<file path="config.mk">
export PLATFORM = sky130hd
export DESIGN_NAME = mpsoc_sysid_probe_flat
export DESIGN_NICKNAME = d
export VERILOG_FILES = /design/src/rtl/mpsoc_sysid_pkg.sv /design/src/rtl/mpsoc_sysid_probe_if.sv /design/src/rtl/mpsoc_sysid_timeout_ctr.sv /design/src/rtl/mpsoc_sysid_probe.sv /design/src/flat_wrapper.sv
export SDC_FILE = /design/constraint.sdc
export NUM_CORES = 1
export LEC_CHECK = 0
export BUFFER_PORTS_ARGS = -buffer_cell sky130_fd_sc_hd__buf_2
export CAP_MARGIN = 15
export CORE_MARGIN = 2
export CORE_UTILIZATION = 50
export CTS_BUF_LIST = sky130_fd_sc_hd__clkbuf_8
export DETAILED_ROUTE_END_ITERATION = 12
export PLACE_DENSITY = 0.82
export RECOVER_POWER = 100
export SETUP_SLACK_MARGIN = 0.1
export SLEW_MARGIN = 20
export SYNTH_ARGS = -nofsm -noshare
export SYNTH_HDL_FRONTEND = slang
export SYNTH_SLANG_ARGS = --single-unit
</file>
<file path="constraint.sdc">
create_clock -name clock -period 2.1 [get_ports clock]
set_clock_uncertainty 0.1 [all_clocks]
set_input_delay 0.315 -clock clock [delete_from_list [all_inputs] [get_ports clock]]
set_output_delay 0.315 -clock clock [all_outputs]
set_load 0.01 [all_outputs]
</file>
<file path="src/rtl/mpsoc_sysid_pkg.sv">
// Shared types and constants for the system-ID probe.
// The state enum is also exported on the probe's debug port.
package mpsoc_sysid_pkg;

   localparam int SYSID_DATA_W = 32;
   localparam int SYSID_ID_OFS = 0;
   localparam int SYSID_TS_OFS = 1;

   typedef enum logic [2:0] {
      IDLE    = 3'd0,
      ID_REQ  = 3'd1,
      ID_WAIT = 3'd2,
      TS_REQ  = 3'd3,
      TS_WAIT = 3'd4,
      FINISH  = 3'd5,
      ABORT   = 3'd6
   } sysid_state_t;

   // True while a read is in flight (request or response phase).
   function automatic logic is_read_phase(input sysid_state_t s);
      return (s == ID_REQ) || (s == ID_WAIT) || (s == TS_REQ) || (s == TS_WAIT);
   endfunction

   // True while the probe is presenting a read request on the bus.
   function automatic logic is_req_phase(input sysid_state_t s);
      return (s == ID_REQ) || (s == TS_REQ);
   endfunction

endpackage

</file>
<file path="src/rtl/mpsoc_sysid_probe_if.sv">
// Avalon-MM read-only bus between the system-ID probe (master) and the
// system-ID slave.
//
// Handshake: a request is accepted in the cycle where avm_read=1 and
// avm_waitrequest=0; until then the master holds avm_read and avm_address
// stable. Read data is valid only in a cycle with avm_readdatavalid=1, which
// may coincide with the acceptance cycle (zero latency) or come later.
interface mpsoc_sysid_probe_if #(
   parameter int ADDR_W = 1
);
   import mpsoc_sysid_pkg::*;

   logic [ADDR_W-1:0]       avm_address;
   logic                    avm_read;
   logic                    avm_waitrequest;
   logic [SYSID_DATA_W-1:0] avm_readdata;
   logic                    avm_readdatavalid;

   modport master (
      output avm_address,
      output avm_read,
      input  avm_waitrequest,
      input  avm_readdata,
      input  avm_readdatavalid
   );

   modport slave (
      input  avm_address,
      input  avm_read,
      output avm_waitrequest,
      output avm_readdata,
      output avm_readdatavalid
   );

endinterface

</file>
<file path="src/rtl/mpsoc_sysid_timeout_ctr.sv">
// Per-read watchdog for the system-ID probe. The count restarts on load,
// advances while enable is high and saturates at TIMEOUT_CYC-1; expire is
// raised in every enabled cycle spent at that final value.
module mpsoc_sysid_timeout_ctr #(
   parameter int TIMEOUT_CYC = 1024
) (
   input  logic clock,
   input  logic reset,
   input  logic load,
   input  logic enable,
   output logic expire
);

   localparam int               CNT_W = $clog2(TIMEOUT_CYC);
   localparam logic [CNT_W-1:0] LAST  = CNT_W'(TIMEOUT_CYC - 1);

   logic [CNT_W-1:0] count;

   // Restart on load (load wins over enable), otherwise count up to LAST.
   always_ff @(posedge clock) begin
      if (reset || load) begin
         count <= '0;
      end else if (enable && (count != LAST)) begin
         count <= count + 1'b1;
      end
   end

   assign expire = enable && (count == LAST);

endmodule

</file>
<file path="src/rtl/mpsoc_sysid_probe.sv">
// System-ID probe: on a start pulse, reads the ID word and the timestamp
// word from an Avalon-MM system-ID slave, compares them against build-time
// values and reports pass/fail with a one-cycle done pulse.
//
// Optional feature macro: SYSID_PROBE_TIMEOUT_EN
//   defined   - each read is guarded by a TIMEOUT_CYC watchdog; expiry
//               aborts the probe with timeout=1.
//   undefined - no watchdog; the probe waits for the slave indefinitely
//               and timeout stays 0.
module mpsoc_sysid_probe
   import mpsoc_sysid_pkg::*;
#(
   parameter int                      ADDR_W      = 1,
   parameter int                      BASE_WORD   = 0,
   parameter logic [SYSID_DATA_W-1:0] EXPECTED_ID = 32'h694C_2BC4,
   parameter logic [SYSID_DATA_W-1:0] EXPECTED_TS = 32'h0,
   parameter int                      CHECK_TS    = 1,
   parameter int                      TIMEOUT_CYC = 1024
) (
   input  logic                    clock,
   input  logic                    reset,
   input  logic                    start,
   mpsoc_sysid_probe_if.master     avm,
   output logic                    busy,
   output logic                    done,
   output logic                    pass,
   output logic                    timeout,
   output logic [SYSID_DATA_W-1:0] id_value,
   output logic [SYSID_DATA_W-1:0] ts_value,
   output sysid_state_t            dbg_state
);

   // The watchdog needs at least a request cycle and a response cycle.
   if (TIMEOUT_CYC < 2) begin : g_bad_timeout
      $error("mpsoc_sysid_probe: TIMEOUT_CYC must be at least 2");
   end

   localparam logic [ADDR_W-1:0] ID_ADDR = ADDR_W'(BASE_WORD + SYSID_ID_OFS);
   localparam logic [ADDR_W-1:0] TS_ADDR = ADDR_W'(BASE_WORD + SYSID_TS_OFS);

   sysid_state_t state;
   sysid_state_t state_next;

   logic accept;     // request handed to the slave this cycle
   logic rsp;        // response strobe from the slave
   logic expire;     // watchdog ran out for the current read
   logic id_cap;
   logic ts_cap;
   logic start_go;
   logic finish_go;
   logic abort_go;
   logic id_match;
   logic ts_match;

   // Bus outputs are decoded straight from the state, so a reset drops
   // avm_read on the very next edge and the address can never glitch
   // while a request is stalled.
   assign avm.avm_read    = is_req_phase(state);
   assign avm.avm_address = ((state == TS_REQ) || (state == TS_WAIT)) ? TS_ADDR : ID_ADDR;

   assign accept    = avm.avm_read && !avm.avm_waitrequest;
   assign rsp       = avm.avm_readdatavalid;
   assign dbg_state = state;

   assign id_match = (id_value == EXPECTED_ID);
   assign ts_match = (CHECK_TS == 0) || (ts_value == EXPECTED_TS);

`ifdef SYSID_PROBE_TIMEOUT_EN
   logic ctr_load;
   logic ctr_en;
   logic timeout_q;

   // The count restarts on the edge that enters either request state, so
   // one budget covers the request and the wait phase of a single read.
   assign ctr_load = ((state_next == ID_REQ) && (state != ID_REQ)) ||
                     ((state_next == TS_REQ) && (state != TS_REQ));
   assign ctr_en   = is_read_phase(state);

   mpsoc_sysid_timeout_ctr #(
      .TIMEOUT_CYC (TIMEOUT_CYC)
   ) u_timeout_ctr (
      .clock  (clock),
      .reset  (reset),
      .load   (ctr_load),
      .enable (ctr_en),
      .expire (expire)
   );

   // Timeout flag: cleared by a new probe, set by an abort, held otherwise.
   always_ff @(posedge clock) begin
      if (reset) begin
         timeout_q <= 1'b0;
      end else if (start_go) begin
         timeout_q <= 1'b0;
      end else if (abort_go) begin
         timeout_q <= 1'b1;
      end
   end

   assign timeout = timeout_q;
`else
   assign expire  = 1'b0;
   assign timeout = 1'b0;
`endif

   // State register.
   always_ff @(posedge clock) begin
      if (reset) begin
         state <= IDLE;
      end else begin
         state <= state_next;
      end
   end

   // Next-state and capture decode. A response always beats the watchdog
   // in the same cycle; a response outside an acceptance or wait cycle
   // falls through every branch and is ignored.
   always_comb begin
      state_next = state;
      id_cap     = 1'b0;
      ts_cap     = 1'b0;
      start_go   = 1'b0;
      finish_go  = 1'b0;
      abort_go   = 1'b0;
      case (state)
         IDLE: begin
            if (start && !busy) begin
               state_next = ID_REQ;
               start_go   = 1'b1;
            end
         end
         ID_REQ: begin
            if (accept && rsp) begin
               id_cap     = 1'b1;
               state_next = TS_REQ;
            end else if (expire) begin
               state_next = ABORT;
            end else if (accept) begin
               state_next = ID_WAIT;
            end
         end
         ID_WAIT: begin
            if (rsp) begin
               id_cap     = 1'b1;
               state_next = TS_REQ;
            end else if (expire) begin
               state_next = ABORT;
            end
         end
         TS_REQ: begin
            if (accept && rsp) begin
               ts_cap     = 1'b1;
               state_next = FINISH;
            end else if (expire) begin
               state_next = ABORT;
            end else if (accept) begin
               state_next = TS_WAIT;
            end
         end
         TS_WAIT: begin
            if (rsp) begin
               ts_cap     = 1'b1;
               state_next = FINISH;
            end else if (expire) begin
               state_next = ABORT;
            end
         end
         FINISH: begin
            finish_go  = 1'b1;
            state_next = IDLE;
         end
         ABORT: begin
            abort_go   = 1'b1;
            state_next = IDLE;
         end
         default: begin
            state_next = IDLE;
         end
      endcase
   end

   // Result and capture registers. busy stays high through the done cycle
   // so a start arriving together with done is ignored.
   always_ff @(posedge clock) begin
      if (reset) begin
         busy     <= 1'b0;
         done     <= 1'b0;
         pass     <= 1'b0;
         id_value <= '0;
         ts_value <= '0;
      end else begin
         done <= finish_go || abort_go;
         if (start_go) begin
            busy <= 1'b1;
         end else if (done) begin
            busy <= 1'b0;
         end
         if (id_cap) begin
            id_value <= avm.avm_readdata;
         end
         if (ts_cap) begin
            ts_value <= avm.avm_readdata;
         end
         if (start_go || abort_go) begin
            pass <= 1'b0;
         end else if (finish_go) begin
            pass <= id_match && ts_match;
         end
      end
   end

endmodule

</file>
<file path="src/flat_wrapper.sv">
// flat-port wrapper written by rule: the top's interface ports become plain ports
module mpsoc_sysid_probe_flat import mpsoc_sysid_pkg::*;
#(
   parameter int                      ADDR_W      = 1,
   parameter int                      BASE_WORD   = 0,
   parameter logic [SYSID_DATA_W-1:0] EXPECTED_ID = 32'h694C_2BC4,
   parameter logic [SYSID_DATA_W-1:0] EXPECTED_TS = 32'h0,
   parameter int                      CHECK_TS    = 1,
   parameter int                      TIMEOUT_CYC = 1024
)
  (clock, reset, start, busy, done, pass, timeout, id_value, ts_value, dbg_state, avm_avm_address, avm_avm_read, avm_avm_waitrequest, avm_avm_readdata, avm_avm_readdatavalid);
  mpsoc_sysid_probe_if #(.ADDR_W(ADDR_W)) avm_i ();
  input  logic clock;
  input  logic reset;
  input  logic start;
  output logic busy;
  output logic done;
  output logic pass;
  output logic timeout;
  output logic [SYSID_DATA_W-1:0] id_value;
  output logic [SYSID_DATA_W-1:0] ts_value;
  output sysid_state_t dbg_state;
  output wire logic [$bits(avm_i.avm_address)-1:0] avm_avm_address;
  output wire logic [$bits(avm_i.avm_read)-1:0] avm_avm_read;
  input wire logic [$bits(avm_i.avm_waitrequest)-1:0] avm_avm_waitrequest;
  input wire logic [$bits(avm_i.avm_readdata)-1:0] avm_avm_readdata;
  input wire logic [$bits(avm_i.avm_readdatavalid)-1:0] avm_avm_readdatavalid;
  assign avm_avm_address = avm_i.avm_address;
  assign avm_avm_read = avm_i.avm_read;
  assign avm_i.avm_waitrequest = avm_avm_waitrequest;
  assign avm_i.avm_readdata = avm_avm_readdata;
  assign avm_i.avm_readdatavalid = avm_avm_readdatavalid;
  mpsoc_sysid_probe #(.ADDR_W(ADDR_W), .BASE_WORD(BASE_WORD), .EXPECTED_ID(EXPECTED_ID), .EXPECTED_TS(EXPECTED_TS), .CHECK_TS(CHECK_TS), .TIMEOUT_CYC(TIMEOUT_CYC)) u_core (.clock(clock), .reset(reset), .start(start), .avm(avm_i), .busy(busy), .done(done), .pass(pass), .timeout(timeout), .id_value(id_value), .ts_value(ts_value), .dbg_state(dbg_state));
endmodule
</file>
==> results of run 1 <==
cell type report:
cell class / count / area, µm² / area share, %
Clock buffer: 10 / 138 / 3.95
Tap cell: 72 / 90.1 / 2.59
Clock inverter: 6 / 77.6 / 2.23
Sequential cell: 70 / 1400 / 40.2
Inverter: 1 / 3.75 / 0.108
Multi-Input combinational cell: 182 / 1250 / 36.0
Timing Repair Buffer: 114 / 519 / 14.9
worst paths after layout:
| check | from | endpoint | slack [ps] | depth (start not counted) |
|---|---|---|---|---|
| hold reg to reg | u_core.busy$_SDFFE_PP0P_ | u_core.busy$_SDFFE_PP0P_ | 400 | 2 |
| setup / recovery | u_core.dbg_state[0]$_SDFFE_PP0P_ | avm_avm_address | 170 | 3 |
| hold / removal | avm_avm_readdata[21] | u_core.ts_value[21]$_SDFFE_PP0P_ | 120 | 3 |
| setup reg to reg | u_core.dbg_state[0]$_SDFFE_PP0P_ | u_core.ts_value[4]$_SDFFE_PP0P_ | 210 | 6 |
power groups by stage:
stage                     registers, mW  clock network [mW]  logic (mW)
final                              1.44                1.16       0.357
after global routing               1.45                1.25       0.391
after CTS                          1.44                1.18       0.379
after detailed placement           1.47                   0       0.376
after global placement             1.47                   0       0.369
after floorplan                    1.48                   0       0.242
cells in the final DEF, fill, tap and decap left out, types with 3 or more instances in the layout:
cell type and n:
nor2_1 70, clkbuf_8 10, buf_2 37, inv_1 3, dfxtp_1 70, nor4b_1 4
clkbuf_1 71, nand4_1 4, a21oi_1 3, mux2i_1 65, nor4_1 9, buf_4 3
routing by layer:
layer | up-vias | wire length, µm
met5 | - | 0
met4 | 0 | 94
met3 | 8 | 457
met2 | 85 | 3120
met1 | 1092 | 3040
li1 | 1157 | -
worst register-to-register path, delay by kind of cell (launching register included):
kind	cells	cell delay, ps
flip-flops	1	540
multiplexers	1	220
AO/OA/AOI/OAI	1	60
buffers and inverters	1	200
AND/OR/NAND/NOR	3	640
state kept, by name, indices dropped and copies added (netlist names):
signal            count
u_core.id_value      32
u_core.done           1
u_core.dbg_state      3
u_core.ts_value      32
u_core.busy           1
u_core.pass           1
logic make-up (layout without fill, tap and decap cells):
group | count (synthesis) | count (layout) | synth area share, %
xor gates and xnor gates | 2 | 2 | 0.620
AOI/OAI and AO/OA | 9 | 9 | 2.48
buffers and inverters | 20 | 131 | 5.80
other | 1 | 1 | 0.133
DFF | 70 | 70 | 49.6
and+or+nand+nor | 105 | 105 | 18.4
muxes | 65 | 65 | 23.0
stage by stage:
stage | utilization (%) | setup slack [ps] | hold WS [ps]
after CTS | 65.5 | 267 | 115
after global routing | 63.7 | 99.0 | 127
after global placement | 61.5 | 409 | 374
after floorplan | - | 425 | 359
final | 63.7 | 167 | 124
after detailed placement | 61.5 | 356 | 385
==> run metrics, run 1 <==
Detailed Place HPWL=4840 µm; initial core utilization=51.7%; Buf+Inv Stages, Crit Path=1; placed inst area=0.00337 mm²; largest area contributor in the netlist=dfxtp_1; leakage=1.81 nW; Synth cell types=34; postcts setup bufs=0; Slew Viols, Final=0; ant diodes=0; Residual DRC=0; combinational share of power=12.1%; critical path's top delay family=flip-flops; Final nets=415; # setup viols final=0; Final GP Congestion=0.791; Reg power frac=48.7%; hold_buf cts=0; post-CTS sizing=0; net switching fraction of the power=24.7%; Post-synth top flop=dfxtp_1; share of synthesized registers carrying an async set or reset=0%; synthesized cell area=0.00283 mm²; Slew @ Worst Pin=608 ps; synth top area cells=dfxtp_1, mux2i_1, nor2_1, buf_12, nor4_1; CTS root buf=clkbuf_8; CP Cell Sequence=nor2b_1, a21o_1, clkbuf_1; VDD IR max=0.650 mV; filler cell count=517; min cycle time layout=around 1900 ps; status=finished, final reports clean; IO Port Bufs=108; Pwr Total=2.96 mW; Via density=around 5; crit path launch type=flip-flop; TritonCTS clock tree=done; critical path arrival=1520 ps; Hold Vio Cnt, Final=0; Syn Nets=309; critical path type=reg2out; number of synthesized flops with an enable pin=0; die height=79.2 µm; first-pass GRT wire length=between 10000 and 15000 µm; Placed Cells=439; area share of the largest cell type after synthesis=a little under 50%; CTS sink cnt=70; setup TNS=0 ps; Die W=79.2 µm; Starting DRT DRC Count=around 140; vias in the first global route=2212; yosys warns=0; drt pass-1 iters=4; met2 GRT Util=~36%; total number of vias=between 2k and 2.5k; sequential area share after synthesis=49.6%; row count=27; #FFs+latches synth=70; synth cell count leaders=dfxtp_1, nor2_1, mux2i_1; type of the worst min-delay path=in2reg; Global Route met1 Usage=28.6%; # IOs=110; grt total ovfl=0; Critical Path RT=1680 ps; H-tree levels=3; DR WL/cell=14.7 µm; most used routing layer=met2; fin area=approximately 0.0035 mm²; NetSw=approximately 0.73 mW; RSZ-0062 raised after global routing=false; synthesized instance count=272; GRT Overall Usage=22.0%; post-route ant nets=0; Power Internal=2.23 mW; Crit Path Max Fanout=11; max-cap viol count=0; met3 Use GR=5.57%; CP endpoint kind=primary output; core box area=0.00547 mm²; Slew Limit Headroom=59.5%; clock buffer depth=2; Clock Pin Slew Worst Setup and Hold Paths=70 ps; fmax=517 MHz; DIE AREA=around 0.0063 mm²; slowest CP cell=dfxtp_1; Skew-Pair Late Insertion Delay=around 330 ps; largest net degree at the start of global routing=33; CTS Buf Count=9; area delta synth->final=23.2%; PD cells=851 mW/mm²; Clock power frac=39.3%; initial antenna violation count=0; layout cells sized above 1=15.7%; Detailed Route WL=6710 µm; fin crit share=92.1%; Avg Cell Area, Syn=10.4 µm²; CP max stage delay=540 ps; Post-Layout Cell Count=between 400 and 500
No activity file was read; power rests on OpenSTA's default activity.
==> inputs of run 2 (changes only) <==
Settings changed: SETUP_SLACK_MARGIN 0.1 to 0.15, SYNTH_HIERARCHICAL set to 1.
==> run metrics, run 2 <==
leakage=1.77 nW (-2.3%); fmax=508 MHz (-1.7%); Pwr Total=2.63 mW (-11%); first-pass GRT wire length=10400 µm (-3.0%); RSZ-0062 raised after global routing=true; Crit Path Max Fanout=13 (+2); mux contribution to synthesized area=22.9% (-0.14 points); # setup viols final=0 (unchanged); CTS Buf Count=9 (unchanged); Via density=5.19 (+0.85%); Final nets=416 (+0.24%); VDD IR max=0.512 mV (-21%); Synth cell types=34 (unchanged); Compound-Gate Fraction of Synth Area=2.95% (+0.47 points); GRT Overall Usage=21.5% (-0.48 points); Avg Cell Area, Syn=10.3 µm² (-0.93%); postcts setup bufs=0 (unchanged); area share of fa/ha/maj cells after synthesis=0% (unchanged); row count=27 (unchanged); Critical Path RT=1680 ps (about the same); Detailed Place HPWL=4850 µm (+0.20%); Slew @ Worst Pin=613 ps (+5.78 ps); crit path launch type=flip-flop; synth top area cells=dfxtp_1, mux2i_1, nor2_1, buf_12, nor4_1; initial antenna violation count=0 (unchanged); synthesized cell area=0.00280 mm² (-0.93%); filler cell count=520 (+0.58%); # IOs=110 (unchanged); Hold Vio Cnt, Final=0 (unchanged); most frequent cells in the layout=clkbuf_1, dfxtp_1, nor2_1; post-route ant nets=0 (unchanged); IO Port Bufs=108 (unchanged); DR WL/cell=14.8 µm (+0.66%); drt pass-1 iters=4 (unchanged); min cycle time layout=1970 ps (+33.9 ps); most numerous cell in the Yosys netlist=dfxtp_1; Slew Viols, Final=0 (unchanged); synthesized instance count=272 (unchanged); fin crit share=93.7% (+1.6 points); clock buffer depth=2 (unchanged); Slew Limit Headroom=58.6% (-0.94 points); xor and xnor area share after synthesis=0.313% (-0.31 points); vias in the first global route=2105 (-4.8%); Syn Nets=309 (unchanged); CP endpoint kind=primary output; #FFs+latches synth=70 (unchanged); yosys warns=6 (+6); core box area=0.00547 mm² (unchanged); PD cells=764 mW/mm² (-10%); Detailed Route WL=6770 µm (+0.88%); initial core utilization=51.2% (-0.48 points); setup TNS=0 ps (unchanged); total number of vias=2367 (+1.1%); CTS root buf=clkbuf_8; Starting DRT DRC Count=117 (-18%); CTS sink cnt=70 (unchanged); H-tree levels=3 (unchanged); Post-synth top flop=dfxtp_1; most common cell after layout, fill and taps aside=clkbuf_1; layout cells sized above 1=16.1% (+0.48 points); Skew-Pair Late Insertion Delay=340 ps (about the same); share of synthesized registers carrying an async set or reset=0% (unchanged); area share of the largest cell type after synthesis=50.0% (+0.46 points); DIE AREA=0.00622 mm² (-0.88%); Clock Pin Slew Worst Setup and Hold Paths=80 ps (about the same); area delta synth->final=22.7%; die height=78.9 µm (-0.44%); largest net degree at the start of global routing=38 (+15%); Final GP Congestion=0.820 (+3.7%); status=finished, final reports clean; Die W=78.9 µm (-0.44%); number of synthesized flops with an enable pin=0 (unchanged); sequential area share after synthesis=50.0% (+0.46 points); largest area contributor in the netlist=dfxtp_1; TritonCTS clock tree=done; largest family of logic cells by synthesized area=multiplexers; critical path type=reg2out; grt total ovfl=0 (unchanged); ant diodes=0 (unchanged); critical path arrival=1550 ps (+30 ps); Reg2Reg Setup Slack=200 ps (about the same); synth cell count leaders=dfxtp_1, nor2_1, mux2i_1; type of the worst min-delay path=in2reg; max-cap viol count=0 (unchanged); Residual DRC=0 (unchanged); post-synthesis simple-gate area fraction=17.9% (-0.54 points)
-- run 2: timing repair --
item / in CTS / in global routing
hold buffers: 0 / 0
resized for setup: 1 / 2
setup endpoints to repair: 1 / 33
-- run 2: power by group --
group,switching (mW),internal [mW],total (mW)
registers,0.0343,1.37,1.40
logic,0.170,0.134,0.304
clock network,0.499,0.419,0.918
total,0.703,1.92,2.63
-- run 2: path summary, 6_finish.rpt --
path / from / to / cells past startpoint
max: u_core/dbg_state[2]$_SDFFE_PP0P_ / avm_avm_address / 3
min: avm_avm_readdata[8] / u_core/id_value[8]$_SDFFE_PP0P_ / 3
max reg2reg: u_core/dbg_state[1]$_SDFFE_PP0P_ / u_core/id_value[16]$_SDFFE_PP0P_ / 5
min reg2reg: u_core/id_value[9]$_SDFFE_PP0P_ / u_core/id_value[9]$_SDFFE_PP0P_ / 2
-- run 2: cell type report --
type / instances / area, µm² / area share (%)
Timing Repair Buffer: 115 / 514 / 15.0
Inverter: 3 / 11.3 / 0.328
Tap cell: 72 / 90.1 / 2.62
Clock buffer: 9 / 124 / 3.60
Clock inverter: 7 / 43.8 / 1.27
Multi-Input combinational cell: 180 / 1250 / 36.5
Sequential cell: 70 / 1400 / 40.8
-- run 2: cell families after synthesis --
kind of cell / after synthesis
buffers and inverters: 22
and+or+nand+nor: 102
muxes: 64
AOI/OAI and AO/OA: 12
DFF: 70
xor gates and xnor gates: 1
other: 1
-- run 2: metrics by stage --
stage               cells  setup WS (ps)  cell area (µm²)  hold slack, ps  util [%]
floorplan             272            249             2800             359         -
global placement      440            263             3360             391      61.3
detailed placement    440            207             3360             404      61.3
CTS                   456            158             3530             112      64.5
global route          456           56.5             3440             125      62.8
finish                456            133             3440             121      62.8
-- run 2: metal layers --
metal | global-route usage (%) | up-vias | part of all wire [%]
met4 | 9.83 | 0 | 2.3
met1 | 27.4 | 1115 | 44
met5 | 0 | - | 0
li1 | - | 1158 | -
met3 | 4.55 | 12 | 5.9
met2 | 35.2 | 82 | 48
-- run 2: critical path, stage by stage, from the launching register on --
cell and delay, ps:
dfxtp_1 550, nor3b_2 420, a21o_1 130, buf_2 120
